$ cat config.mk
export PLATFORM = sky130hd
export DESIGN_NAME = fifo_prefetch_stream_flat
export DESIGN_NICKNAME = d
export VERILOG_FILES = /design/src/rtl/fifo_prefetch_stream_if.sv /design/src/rtl/fifo_prefetch_stream.sv /design/src/flat_wrapper.sv
export SDC_FILE = /design/constraint.sdc
export NUM_CORES = 1
export LEC_CHECK = 0
export CORE_AREA = 2 2 138 140
export CTS_CLUSTER_SIZE = 28
export DETAILED_ROUTE_END_ITERATION = 8
export DIE_AREA = 0 0 140 142
export PLACE_DENSITY_LB_ADDON = 0.05
export SYNTH_ARGS = -nofsm -noshare
export SYNTH_HDL_FRONTEND = slang
export SYNTH_SLANG_ARGS = --single-unit
$ cat constraint.sdc
create_clock -name clk -period 9.1 [get_ports clk]
set_input_delay 1.82 -clock clk [delete_from_list [all_inputs] [get_ports clk]]
set_output_delay 1.82 -clock clk [all_outputs]
set_load 0.01 [all_outputs]
$ cat src/rtl/fifo_prefetch_stream_if.sv
// Upstream FIFO read port and downstream valid/ready stream
// bundled for fifo_prefetch_stream.
interface fifo_prefetch_stream_if #(
  parameter int WIDTH = 32
);
  logic             fifoEmpty;
  logic             readFromFIFO;
  logic [WIDTH-1:0] dataFromFIFO;
  logic             dataFromFIFOValid;
  logic             outReady;
  logic             outValid;
  logic [WIDTH-1:0] outData;
  logic             overflowError;

  modport master (
    input  fifoEmpty,
    input  dataFromFIFO,
    input  dataFromFIFOValid,
    input  outReady,
    output readFromFIFO,
    output outValid,
    output outData,
    output overflowError
  );

  modport slave (
    output fifoEmpty,
    output dataFromFIFO,
    output dataFromFIFOValid,
    output outReady,
    input  readFromFIFO,
    input  outValid,
    input  outData,
    input  overflowError
  );
endinterface

$ cat src/rtl/fifo_prefetch_stream.sv
// Turns a fixed-latency FIFO read port into a first-word-fall-through
// valid/ready stream using credit-tracked speculative reads.
module fifo_prefetch_stream #(
  parameter int WIDTH          = 32,
  parameter int READ_LATENCY   = 4,
  parameter int BUF_DEPTH_LOG2 = 3
) (
  input logic clk,
  input logic rst,
  fifo_prefetch_stream_if.master bus
);
  localparam int BUF_DEPTH = 1 << BUF_DEPTH_LOG2;
  localparam int CW = BUF_DEPTH_LOG2 + 1;
  localparam int PW = BUF_DEPTH_LOG2;
  localparam int DW =
    (READ_LATENCY > 0) ? $clog2(READ_LATENCY + 1) : 1;
  localparam logic [CW-1:0] DEPTH_C = CW'(BUF_DEPTH);
  localparam logic [DW-1:0] DRAIN_C = DW'(READ_LATENCY);

  logic [WIDTH-1:0] mem [BUF_DEPTH];
  logic [PW-1:0]    rd_ptr;
  logic [PW-1:0]    wr_ptr;
  logic [CW-1:0]    in_flight;
  logic [CW-1:0]    stored;
  logic [CW-1:0]    credits;
  logic [CW-1:0]    in_flight_nxt;
  logic [CW-1:0]    stored_nxt;
  logic [DW-1:0]    drain_cnt;
  logic             out_valid;
  logic             overflow;
  logic             draining;
  logic             rd_req;
  logic             vld_in;
  logic             bad;
  logic             wr;
  logic             pop;

  // Request/accept decisions, all from registers plus live inputs.
  always_comb begin
    draining = (drain_cnt != '0);
    credits  = DEPTH_C - stored - in_flight;
    rd_req   = !bus.fifoEmpty && (credits != '0) && !draining;
    vld_in   = bus.dataFromFIFOValid && !draining;
    bad      = vld_in &&
               ((in_flight == '0) || (stored == DEPTH_C));
    wr       = vld_in && !bad;
    pop      = out_valid && bus.outReady;
  end

  // Next values of the in-flight and stored counters.
  always_comb begin
    in_flight_nxt = in_flight;
    stored_nxt    = stored;
    if (rd_req && !wr)
      in_flight_nxt = in_flight + CW'(1);
    else if (!rd_req && wr)
      in_flight_nxt = in_flight - CW'(1);
    if (wr && !pop)
      stored_nxt = stored + CW'(1);
    else if (!wr && pop)
      stored_nxt = stored - CW'(1);
  end

  // Control state: drain window, counters, pointers, error flag.
  always_ff @(posedge clk) begin
    if (rst) begin
      drain_cnt <= DRAIN_C;
      in_flight <= '0;
      stored    <= '0;
      rd_ptr    <= '0;
      wr_ptr    <= '0;
      out_valid <= 1'b0;
      overflow  <= 1'b0;
    end else begin
      if (draining)
        drain_cnt <= drain_cnt - DW'(1);
      in_flight <= in_flight_nxt;
      stored    <= stored_nxt;
      out_valid <= (stored_nxt != '0);
      if (wr)
        wr_ptr <= wr_ptr + PW'(1);
      if (pop)
        rd_ptr <= rd_ptr + PW'(1);
      if (bad)
        overflow <= 1'b1;
    end
  end

  // Skid buffer storage; contents need no reset.
  always_ff @(posedge clk) begin
    if (wr && !rst)
      mem[wr_ptr] <= bus.dataFromFIFO;
  end

  assign bus.readFromFIFO  = rd_req;
  assign bus.outValid      = out_valid;
  assign bus.outData       = mem[rd_ptr];
  assign bus.overflowError = overflow;
endmodule

$ cat src/flat_wrapper.sv
// flat-port wrapper written by rule: the top's interface ports become plain ports
module fifo_prefetch_stream_flat 
#(
  parameter int WIDTH          = 32,
  parameter int READ_LATENCY   = 4,
  parameter int BUF_DEPTH_LOG2 = 3
)
  (clk, rst, bus_fifoEmpty, bus_dataFromFIFO, bus_dataFromFIFOValid, bus_outReady, bus_readFromFIFO, bus_outValid, bus_outData, bus_overflowError);
  fifo_prefetch_stream_if #(.WIDTH(WIDTH)) bus_i ();
  input logic clk;
  input logic rst;
  input wire logic [$bits(bus_i.fifoEmpty)-1:0] bus_fifoEmpty;
  input wire logic [$bits(bus_i.dataFromFIFO)-1:0] bus_dataFromFIFO;
  input wire logic [$bits(bus_i.dataFromFIFOValid)-1:0] bus_dataFromFIFOValid;
  input wire logic [$bits(bus_i.outReady)-1:0] bus_outReady;
  output wire logic [$bits(bus_i.readFromFIFO)-1:0] bus_readFromFIFO;
  output wire logic [$bits(bus_i.outValid)-1:0] bus_outValid;
  output wire logic [$bits(bus_i.outData)-1:0] bus_outData;
  output wire logic [$bits(bus_i.overflowError)-1:0] bus_overflowError;
  assign bus_i.fifoEmpty = bus_fifoEmpty;
  assign bus_i.dataFromFIFO = bus_dataFromFIFO;
  assign bus_i.dataFromFIFOValid = bus_dataFromFIFOValid;
  assign bus_i.outReady = bus_outReady;
  assign bus_readFromFIFO = bus_i.readFromFIFO;
  assign bus_outValid = bus_i.outValid;
  assign bus_outData = bus_i.outData;
  assign bus_overflowError = bus_i.overflowError;
  fifo_prefetch_stream #(.WIDTH(WIDTH), .READ_LATENCY(READ_LATENCY), .BUF_DEPTH_LOG2(BUF_DEPTH_LOG2)) u_core (.clk(clk), .rst(rst), .bus(bus_i));
endmodule
---- Word-level counts from Yosys, hierarchy flattened ----
Memories as Yosys holds them, arrays and structs flattened. A register that Yosys moved wholly into a read port is not among the register bits.
Cells that the tools add are included.
cells by class
  add/sub/neg operators ................... 9
  equality and inequality tests ........... 1
  mux-type cells .......................... 8
  reductions and logical operators ........ 24
operator list
  operator             count
  $mux 4               4
  $logic_and 1x1->1    11
  $add 4x1->4 const B  2
  $reduce_bool 4->1    2
  $sub 4x1->4 const B  2
  $logic_not 1->1      7
  $add 3x1->3 const B  2
  $mux 3               2
  $eq 4x4->1 const B   1
  $logic_not 4->1      1
  $sub 4x4->4          1
  $sub 4x4->4 const A  1
  $reduce_bool 3->1    1
  $sub 3x1->3 const B  1
  $mux 1               2
  $reduce_bool 2->1    1
  $logic_or 1x1->1     1
word-level totals
  flip-flop bits (word level) ............. 19
  memories kept ........................... 1
  logic and storage cells ................. 50
  bits of input ports ..................... 37
  output and inout port bits .............. 35
  bits in writable memories ............... 256
memories
  memory      depth  width  rd ports  clocked after Yosys merged registers in  write ports  RTL line                    source
  u_core.mem  8      32     1         1                                        1            fifo_prefetch_stream.sv:20  logic [WIDTH-1:0] mem [BUF_DEPTH];

---- Logic depth before layout (Yosys ltp) ----
  word-level depth ........................ 11
  gate-level depth with buffers ........... 16

---- Worst setup path before layout ----
Ideal clock, no wire load.
  path kind ............................... in2reg
  start point ............................. in bus_dataFromFIFOValid
  end point ............................... mem u_core.mem[0][0] (enable)
  slack ................................... 3.040 ns
  stages .................................. 5
  data required time ...................... 8.599 ns
  arrival ................................. 5.558 ns
  buffers on the path ..................... 1
  path through ............................ and3b_1 > and3_4 > buf_6 > nand2b_1 > nor4_1
on the way
  word-level cells in the longest chain between the ends .. 7
RTL lines
  what                            RTL line                    source
  from (decl)                     flat_wrapper.sv:14          input wire logic [$bits(bus_i.dataFromFIFOValid)-1:0] bus_dataFromFIFOValid;
  $logic_and 1x1->1 *             fifo_prefetch_stream.sv:43  vld_in = bus.dataFromFIFOValid && !draining;
  $logic_and 1x1->1               fifo_prefetch_stream.sv:44  bad = vld_in &&
  $logic_not 1->1                 fifo_prefetch_stream.sv:46  wr = vld_in && !bad;
  $logic_and 1x1->1 *             fifo_prefetch_stream.sv:46
  $logic_and 1x1->1 *             fifo_prefetch_stream.sv:91  if (wr && !rst)
  $mux 1 *                        fifo_prefetch_stream.sv:91
  $mux 1 (implied by the code) *  fifo_prefetch_stream.sv:92  mem[wr_ptr] <= bus.dataFromFIFO;
  to (decl)                       fifo_prefetch_stream.sv:20
Every way passes the cells marked *; elsewhere a longest branch is shown, timed or not.

==> metrics.md <==
| Metric | Value |
|---|---|
| Yosys cell types | `41` |
| Ys flop type | `edfxtp_1` |
| Max cap viols | `0` |
| Cell Area, Placed | `0.0119 mm²` |
| Synth Warn # | `0` |
| Mean Syn Cell Area | `21.0 µm²` |
| Post-synth EDFFs | `256` |
| Dpl hpwl | `10,400 µm` |
| Pleak | `4.00 nW` |
| Slew at the pin closest to its max-slew limit | `1040 ps` |
| Final GP Congestion | `0.823` |
| Area Growth Syn to Fin | `17.5%` |
| CP max-delay cell | `buf_4` |
| All-layer global routing usage | `19.7%` |
| Post-synthesis register bit count | `278` |
| Async set-or-reset flop fraction in the synthesized netlist | `0%` |
| Failing checks | `DRC` |
| WP buf/inv | `2` |
| Max-slew violations | `0` |
| Commonest non-fill, non-tap cell in the layout | `edfxtp_1` |
| Highest-count cells in the layout ignoring fill and taps | `edfxtp_1 (256), clkdlybuf4s50_1 (71), mux4_2 (64), mux2_2 (32), clkbuf_16 (28)` |
| Die Area | `0.0199 mm²` |
| Data arrival time of the worst path | `3340 ps` |
| Hold Crit Class | `register to register` |
| Net Switching | `0.000719 W` |
| Overflow after GRT | `0` |
| Final min period | `5160 ps` |
| Status | `finished, violations left` |
| Core outline area | `0.0185 mm²` |
| Sequential area share after synthesis | `75.0%` |
| Largest net degree at the start of global routing | `65` |
| Clock skew | `19.5 ps` |
| Critical Path Max Stage Delay | `800 ps` |
| Inst Count DP | `809` |
| Vias in the first global route | `5,276` |
| Initial antenna violation count | `0` |
| Fin area | `0.0127 mm²` |
| Post-DRT Antenna Nets | `0` |
| Post-CTS setup buffers | `0` |
| Critical path data required time | `7280 ps` |
| Starting Density | `58.7%` |
| First-pass GRT wire length | `29,700 µm` |
| Flop pwr share | `48.5%` |
| Crit end category | `output port` |
| Chip height | `142 µm` |
| Gate power share | `17.1%` |
| Routed wire per std cell | `22.1 µm` |
| Via count of the routed design | `5,033` |
| CTS buffer count | `28` |
| Switching share of power | `23.7%` |
| CTS tree | `built` |
| Hold Fails Final Rpt | `0` |
| Clk Tree Root Cell | `clkbuf_16` |
| Cell area after synthesis | `0.0108 mm²` |
| Post-route setup TNS | `0 ps` |
| Sequence of cells on the critical path | `buf_4 -> mux4_2 -> mux2_2 -> clkdlybuf4s50_1` |
| Max VDD drop | `0.215 mV` |
| Syn nets | `567` |
| Clock insertion delay at the later pin of the skew report | `540 ps` |
| First-pass DRT Iterations | `9` |
| Total power | `0.00303 W` |
| # IOs | `72` |
| Die X | `140 µm` |
| Synth Instances | `515` |
| Post-DR vias/cell | `5.85` |
| TritonCTS Sinks | `278` |
| Iter 0 DRT Violations | `283` |
| Power per cell area | `238 mW/mm²` |
| Placement Rows | `50` |
| Worst-path clk slew | `60 ps` |
| Slew HR | `30.6%` |
| H-tree levels | `1` |
| N_diodes | `0` |
| Final Non-Filler Cells | `861` |
| Number of port buffers | `71` |
| CTS resizes | `0` |
| Top delay family on crit path | `buffers and inverters` |
| Maximum clock frequency | `194 MHz` |
| CP Launch Type | `register` |
| Drt total wl | `19,000 µm` |
| Final Setup Violations | `0` |
| RSZ-0062 raised after global routing | `false` |
| Clock buffer depth | `3` |
| # fillers | `1,139` |
| Int Pwr | `0.00231 W` |
| Post-route DRC | `2` |
| Fin nets | `657` |
| Critical path type | `register to output port` |
| Clock share of power | `34.3%` |
| Period utilization | `56.7%` |
| Layout cells sized above 1 | `25.8%` |
| CP Max Fanout | `46` |
| CTS Hold Buffers Added | `0` |
-- flip-flops by register name (all words and copies together) (netlist names), named ones only --
name	count
u_core.bus.outValid	1
u_core.bus.overflowError	1
u_core.drain_cnt	3
u_core.in_flight	4
u_core.mem	256
u_core.rd_ptr	3
u_core.stored	4
u_core.wr_ptr	3
-- worst reg2reg max path, cell delays in order (launching register included) --
cell and delay, ps:
dfxtp_1 370, ha_1 310, inv_1 40, ha_1 200
fa_1 370, xnor2_1 200, xnor2_1 100, nor4_1 310
nor3_1 130, ha_1 240, inv_1 110, ha_1 240
a21o_1 180, a21oi_1 160, xnor2_1 90, or3_1 300
a21oi_1 130
-- per-stage QoR --
stage / hold WS, ps / worst slack, ps / util [%]
floorplan: 446 / 3040 / -
global placement: 461 / 4230 / 64.5
detailed placement: 468 / 4220 / 64.5
CTS: 476 / 3800 / 69.0
finish: 481 / 3940 / 69.0
global route: 506 / 3680 / 69.0
-- worst paths after layout --
path	start	end	depth (start not counted)	slack [ps]
setup / recovery	register	bus_outData[26]	4	3940
hold / removal	u_core.rd_ptr[1]	register	2	480
setup reg to reg	u_core.stored[1]	u_core.in_flight[3]	16	5530
hold reg to reg	u_core.rd_ptr[1]	register	2	480
-- per-layer routing --
layer  share of wire (%)  wire length (µm)  track usage (%)
met5                   0                 0                0
met4                 2.2               414             5.74
met3                 4.3               809             2.73
met2                  51              9650             33.8
met1                  43              8140             27.1
-- power groups by stage --
stage / Combinational (W) / Clock, W / Sequential [W]
after floorplan: 0.000378 / 0 / 0.00148
after global placement: 0.000506 / 0 / 0.00149
after detailed placement: 0.000524 / 0 / 0.00150
after CTS: 0.000526 / 0.00106 / 0.00147
after global routing: 0.000571 / 0.00111 / 0.00148
final: 0.000519 / 0.00104 / 0.00147
-- final cells by class --
class | instances | area (µm²) | area share [%]
Clock buffer | 35 | 727 | 5.71
Clock inverter | 17 | 110 | 0.865
Inverter | 12 | 50.0 | 0.393
Timing Repair Buffer | 83 | 801 | 6.29
Tap cell | 234 | 293 | 2.30
Multi-Input combinational cell | 202 | 2620 | 20.6
Sequential cell | 278 | 8130 | 63.9
-- kinds of logic after synthesis --
family	synth area share [%]
fa+ha+maj	1.87
mux	17.1
xor+xnor	1.12
buf+inv	1.40
flops	75.0
simple gates	2.41
compound gates	1.15
-- cell usage after synthesis, drive strengths merged, types with 2 or more instances --
master | count | area [µm²]
nand4 | 3 | 18.8
buf | 8 | 45.0
mux2i | 3 | 33.8
nand2b | 2 | 12.5
nor4 | 3 | 18.8
xor2 | 4 | 35.0
nand2 | 15 | 56.3
fa | 2 | 40.0
inv | 11 | 41.3
xnor2 | 9 | 86.3
edfxtp | 256 | 7690
nor2 | 23 | 86.3
o21ai | 2 | 10.0
clkbuf | 15 | 56.3
a21oi | 7 | 35.0
mux4 | 64 | 1440
nand3b | 2 | 15.0
a211oi | 3 | 22.5
ha | 13 | 163
mux2 | 33 | 375
dfxtp | 22 | 440
o22ai | 2 | 18.8
Note: power is estimated with default switching activity, not from simulation.
